<file path="src/rtl/fetch_sender_pkg.sv">
// fetch_sender_pkg: shared beat type, FSM states and redirect priority for the fetch front end.
package fetch_sender_pkg;
  localparam int unsigned FS_PC_BITS = 32;
  localparam int unsigned FS_INSTR_BITS = 32;
  typedef struct packed {
    logic [FS_PC_BITS-1:0] pc;
    logic [FS_INSTR_BITS-1:0] instr;
    logic taken;
  } fetch_beat_t;
  typedef enum logic [1:0] {RUN, WAIT_TARGET, HALT} fetch_state_e;
  typedef enum logic [2:0] {RD_NONE, RD_FLUSH, RD_INVALID, RD_MISPRED, RD_TARGET} redirect_e;
  function automatic redirect_e redirect_sel(input logic flush, input logic inv, input logic mis, input logic tgt);
    return flush ? RD_FLUSH : inv ? RD_INVALID : mis ? RD_MISPRED : tgt ? RD_TARGET : RD_NONE;
  endfunction
  function automatic logic [31:0] sat_inc(input logic [31:0] v, input logic en);
    return (en && v != '1) ? v + 32'd1 : v;
  endfunction
endpackage

</file>
<file path="src/rtl/fetch_sender_fifo.sv">
// fetch_fifo: synchronous power-of-two FIFO with clear; head is read straight from storage.
module fetch_fifo #(
  parameter int unsigned WIDTH = 8,
  parameter int unsigned DEPTH = 4
) (
  input  logic                     clk,
  input  logic                     rst,
  input  logic                     clr,
  input  logic                     push,
  input  logic [WIDTH-1:0]         din,
  input  logic                     pop,
  output logic [WIDTH-1:0]         dout,
  output logic [$clog2(DEPTH):0]   cnt
);
  localparam int unsigned AW = $clog2(DEPTH);
  logic [WIDTH-1:0] mem [DEPTH];
  logic [AW-1:0] rd_ptr, wr_ptr;
  assign dout = mem[rd_ptr];
  always_ff @(posedge clk or posedge rst)
    if (rst) begin
      for (int i = 0; i < int'(DEPTH); i++) mem[i] <= '0;
      rd_ptr <= '0;
      wr_ptr <= '0;
      cnt <= '0;
    end else if (clr) begin
      rd_ptr <= '0;
      wr_ptr <= '0;
      cnt <= '0;
    end else begin
      if (push) mem[wr_ptr] <= din;
      wr_ptr <= wr_ptr + AW'(push);
      rd_ptr <= rd_ptr + AW'(pop);
      cnt <= cnt + (AW+1)'(push) - (AW+1)'(pop);
    end
endmodule

</file>
<file path="src/rtl/fetch_sender.sv">
// fetch_sender: fetch PC generation, in-order I-cache requests, response buffering and decode redirects.
// Define FETCH_SENDER_PERF_EN to add saturating perf counters on perf_o.
module fetch_sender import fetch_sender_pkg::*; #(
  parameter int unsigned PC_BITS = FS_PC_BITS,
  parameter int unsigned INSTR_BITS = FS_INSTR_BITS,
  parameter int unsigned FIFO_DEPTH = 4,
  parameter logic [PC_BITS-1:0] RESET_PC = '0
) (
  input  logic                  clk,
  input  logic                  rst,
  output logic                  ic_req_valid,
  input  logic                  ic_req_ready,
  output logic [PC_BITS-1:0]    ic_req_addr,
  input  logic                  ic_resp_valid,
  input  logic [INSTR_BITS-1:0] ic_resp_data,
  input  logic                  pred_taken,
  input  logic [PC_BITS-1:0]    pred_target,
  output logic                  valid_o,
  input  logic                  ready_i,
  output logic [PC_BITS-1:0]    pc_o,
  output logic [INSTR_BITS-1:0] instruction_o,
  output logic                  taken_branch_o,
  input  logic                  invalid_instruction,
  input  logic                  invalid_prediction,
  input  logic                  is_return,
  input  logic                  is_jumpl,
  input  logic [PC_BITS-1:0]    old_pc,
  input  logic                  must_flush,
  input  logic [PC_BITS-1:0]    correct_address
`ifdef FETCH_SENDER_PERF_EN
  ,
  output logic [95:0]           perf_o
`endif
);
  localparam int unsigned CW = $clog2(FIFO_DEPTH) + 1;
  fetch_state_e state;
  redirect_e redir;
  logic [PC_BITS-1:0] fetch_pc;
  logic [CW-1:0] inflight, drop_cnt, fifo_cnt, tag_cnt;
  logic [PC_BITS:0] tag_out;
  fetch_beat_t beat_in, head;
  logic hs_out, redirect, req_hs, resp_dec, resp_take;
  assign valid_o = state == RUN && fifo_cnt != '0;
  assign hs_out = valid_o & ready_i;
  assign redir = redirect_sel(must_flush, hs_out & invalid_instruction, hs_out & invalid_prediction,
                              hs_out & (is_return | is_jumpl));
  assign redirect = redir != RD_NONE;
  // Dropping valid on a redirect keeps the cache from accepting a stale-path request
  assign ic_req_valid = ~rst && state == RUN && !redirect && (fifo_cnt + inflight) < CW'(FIFO_DEPTH);
  assign ic_req_addr = fetch_pc;
  assign req_hs = ic_req_valid & ic_req_ready;
  assign resp_dec = ic_resp_valid && inflight != '0;
  assign resp_take = resp_dec && drop_cnt == '0 && !redirect && tag_cnt != '0;
  assign beat_in = '{pc: tag_out[PC_BITS:1], instr: ic_resp_data, taken: tag_out[0]};
  assign pc_o = head.pc;
  assign instruction_o = head.instr;
  assign taken_branch_o = head.taken;
  fetch_fifo #(.WIDTH(PC_BITS + 1), .DEPTH(FIFO_DEPTH)) u_tag (
    .clk(clk), .rst(rst), .clr(redirect), .push(req_hs), .din({fetch_pc, pred_taken}),
    .pop(resp_take), .dout(tag_out), .cnt(tag_cnt)
  );
  fetch_fifo #(.WIDTH($bits(fetch_beat_t)), .DEPTH(FIFO_DEPTH)) u_beat (
    .clk(clk), .rst(rst), .clr(redirect), .push(resp_take), .din(beat_in),
    .pop(hs_out), .dout(head), .cnt(fifo_cnt)
  );
  always_ff @(posedge clk or posedge rst)
    if (rst) begin
      state <= RUN;
      fetch_pc <= RESET_PC;
      inflight <= '0;
      drop_cnt <= '0;
    end else begin
      inflight <= inflight + CW'(req_hs) - CW'(resp_dec);
      drop_cnt <= redirect ? inflight - CW'(resp_dec) : drop_cnt - CW'(resp_dec && drop_cnt != '0);
      if (redir == RD_FLUSH) begin
        state <= RUN;
        fetch_pc <= correct_address;
      end else if (redir == RD_INVALID) state <= HALT;
      else if (redir == RD_MISPRED) fetch_pc <= old_pc + PC_BITS'(4);
      else if (redir == RD_TARGET) state <= WAIT_TARGET;
      else if (req_hs) fetch_pc <= pred_taken ? pred_target : fetch_pc + PC_BITS'(4);
    end
`ifdef FETCH_SENDER_PERF_EN
  logic [31:0] perf_fetched, perf_dropped, perf_redirects;
  always_ff @(posedge clk or posedge rst)
    if (rst) begin
      perf_fetched <= '0;
      perf_dropped <= '0;
      perf_redirects <= '0;
    end else begin
      perf_fetched <= sat_inc(perf_fetched, hs_out);
      perf_dropped <= sat_inc(perf_dropped, resp_dec && !resp_take);
      perf_redirects <= sat_inc(perf_redirects, redirect);
    end
  assign perf_o = {perf_redirects, perf_dropped, perf_fetched};
`endif
endmodule

</file>
<file path="config.mk">
export PLATFORM = sky130hd
export DESIGN_NAME = fetch_sender
export DESIGN_NICKNAME = d
export VERILOG_FILES = /design/src/rtl/fetch_sender_pkg.sv /design/src/rtl/fetch_sender_fifo.sv /design/src/rtl/fetch_sender.sv
export SDC_FILE = /design/constraint.sdc
export NUM_CORES = 1
export LEC_CHECK = 0
export ABC_AREA = 1
export CAP_MARGIN = 20
export CORE_UTILIZATION = 35
export DETAILED_ROUTE_END_ITERATION = 12
export PLACE_DENSITY = 0.59
export SLEW_MARGIN = 0
export SYNTH_ARGS = -nofsm -noshare
export SYNTH_HDL_FRONTEND = slang
export SYNTH_SLANG_ARGS = --single-unit
</file>
<file path="constraint.sdc">
create_clock -name clk -period 35.9 [get_ports clk]
set_input_delay 3.59 -clock clk [delete_from_list [all_inputs] [get_ports clk]]
set_output_delay 3.59 -clock clk [all_outputs]
set_load 0.05 [all_outputs]
</file>
==> results.yml <==
run_status:
  status: "finished clean"
clock_tree:
  h-tree-depth: 2
  cts_setup_buffers: 0
  clk_path_buf_depth: 3
  cts.clk_slew.worst_paths_ps: 60
  cts-root-buf: "clkbuf_16"
  cts_tree: "yes"
  numCtsBuffers: 50
  clk_latency_ps: 580
  cts_hold_buf: 0
  cts_resized: 0
  cts.sinks: 446
sta:
  finalCritPeriodShare_pct: 26.5
  setup_slack_ps: 26380
  fin_hold_ws_ps: 478
  setup_violations: 0
  period_minus_slack_ps: 9520
  max_freq_mhz: 105
  rsz0062_at_grt: "no"
  relSlewSlack_pct: 33.1
  fin_setup_tns_ps: 0
  skew_ps: 13.0
  hold_viol: 0
  drv_slew: 0
  worstMarginPinSlew_ps: 1000
final_layout:
  ff_latch_area_um2: 11200
  synthToLayoutAreaGrowth_pct: 18.7
  antenna_cells: 0
  fill_cells: 6619
  drive_above_1_share_pct: 4.24
  fin_nets: 3235
  final_cell_mix: "nand2_1, dfrtp_1, o21ai_0"
  final_common_cell: "nand2_1"
  multi_input_area_um2: 9310
critical_path:
  critical_path_required_ps: 32310
  cp_max_fo: 35
  critPathLaunchType: "input pin"
  r2r_end: "ic_req_addr[0]"
  cp-end-kind: "output pin"
  r2r-start: "state[1]"
  critical_path_arrival_ps: 5930
  worstRegToRegCells: 10
  regToRegSetupSlack_ps: 32540
  critPathKind: "in2out"
floorplan:
  dieArea_um2: 65800
  start_util_pct: 35.7
  chipWidth_um: 257
  ios: 238
  rows: 92
  die_y_um: 257
  core_um2: 63500
power_and_ir_drop:
  leakagePower_nw: 12.5
  power_density_nw_per_um2: 66.9
  vdd_ir_drop_max_mv: 0.0463
  finalPower_mw: 1.80
synth:
  yosysWarningCount: 0
  synth_area_leaders: "dfrtp_1, nand2_1, o21ai_0, inv_1, nor2_1"
  netlist_area_um2: 22700
  synth_top_area_share_pct: 49.2
  synth_seq_cells: 446
  synth_top_family_by_area: "simple AND/OR/NAND/NOR gates"
  synth_compound_area_share_pct: 17.1
  synth-xor-area-share_pct: 1.16
  ys_types: 42
  avgSynthCellArea_um2: 7.66
  ys_seq_area_share_pct: 49.2
  synth.largest_area_cell: "dfrtp_1"
  synthCells: 2961
  synthAdderAreaFrac_pct: 1.04
  synthMuxAreaShare_pct: 0.0883
  synth-simple-area-share_pct: 21.5
  syn-num-nets: 3117
grt:
  grt_usage_pct: 19.7
  grt_pass1_vias: 18600
  grt_pass1_wl_um: 104000
  grt_overflow: 0
  antenna_found_initial: 0
  grt_max_degree: 87
hold_path:
  hold_path_startpoint: "u_beat.mem[87]"
  hold_end: "u_beat.mem[87]"
  hold_class: "reg2reg"
  holdPathStages: 2
drt:
  drc: 0
  wl_per_cell_um: 16.5
  antenna_left: 0
  drt_iter0_drc: 1369
  viasPerCell: 4.87
  first_pass_iters: 5
  num_vias: 19300
  drt-total-wl_um: 65200
place:
  place_ws_ps: 26320
  gp_congestion: 0.939
  dp_hpwl_um: 41300
  numPortBuffers: 237
run:
  drv_cap: 0
-- stage by stage --
step           utilization, %  cell area, um^2  instances
3_5_place_dp             39.9            25400       3873
6_report                 42.4            26900       3961
4_1_cts                  42.4            26900       3961
5_1_grt                  42.4            26900       3961
2_1_floorplan               -            22700       2961
3_3_place_gp             39.9            25400       3873
-- cells in the mapped netlist (all sizes together) --
library cell,instances
xor2,15
a21oi,45
o31ai,1
clkbuf,103
a32oi,33
xnor2,15
o21a,6
a21boi,10
mux2i,2
nor2,272
o211ai,6
nand3b,13
fa,3
buf,95
nand4,7
nor3,9
and2,1
o21ai,553
a31oi,1
or2,8
ha,14
dfrtp,446
inv,333
nand3,66
nand2,837
o21bai,2
o22ai,65
-- worst max-delay path by stage --
| stage | start | endpoint |
|---|---|---|
| finish | must_flush | ic_req_valid |
| CTS | rst | ic_req_valid |
| detailed placement | rst | ic_req_valid |
| floorplan | rst | ic_req_valid |
| global placement | rst | ic_req_valid |
| global route | rst | ic_req_valid |
-- cell families (layout without fill, tap and decap cells) --
group | Yosys count | count (layout)
and+or+nand+nor | 1213 | 1213
AOI/OAI and AO/OA | 722 | 722
buffers and inverters | 531 | 685
DFF | 446 | 446
xor gates and xnor gates | 30 | 30
adders and majority gates | 17 | 17
muxes | 2 | 2
-- where the power goes --
| part | total (mW) | leakage [nW] | internal [mW] | switching (mW) |
|---|---|---|---|---|
| combinational | 0.672 | 6.47 | 0.215 | 0.457 |
| sequential | 0.639 | 5.26 | 0.563 | 0.0757 |
| clock | 0.491 | 0.762 | 0.286 | 0.204 |
-- flip-flops by register name (all words and copies together) (netlist names) --
name,flops
inflight,3
u_beat.mem,260
u_beat.wr_ptr,2
u_tag.cnt,3
u_tag.wr_ptr,2
u_beat.cnt,3
u_beat.rd_ptr,2
ic_req_addr,32
u_tag.mem,132
u_tag.rd_ptr,2
state,2
drop_cnt,3
-- routing by layer --
| metal | vias to the layer above | part of all wire [%] | global-route usage, % |
|---|---|---|---|
| li1 | 9710 | - | - |
| met1 | 9021 | 48 | 28.0 |
| met2 | 472 | 44 | 30.6 |
| met3 | 91 | 5.6 | 3.92 |
| met4 | 0 | 2.3 | 5.11 |
| met5 | - | 0 | 0 |
-- area by class of cell --
type | count | share of cell area, %
clock buffers | 78 | 5.46
clock inverters | 10 | 0.279
inverters | 333 | 4.68
multi-input cells | 1984 | 34.6
flip-flops and latches | 446 | 41.5
well taps | 846 | 3.93
repair buffers | 264 | 9.57
-- critical path, cell delays in order --
cell	delay, ps
clkdlybuf4s50_1	390
buf_4	250
inv_1	350
nand2_4	120
nor2_8	230
and2_1	180
clkdlybuf4s50_1	800
Note: power is estimated with default switching activity, not from simulation.
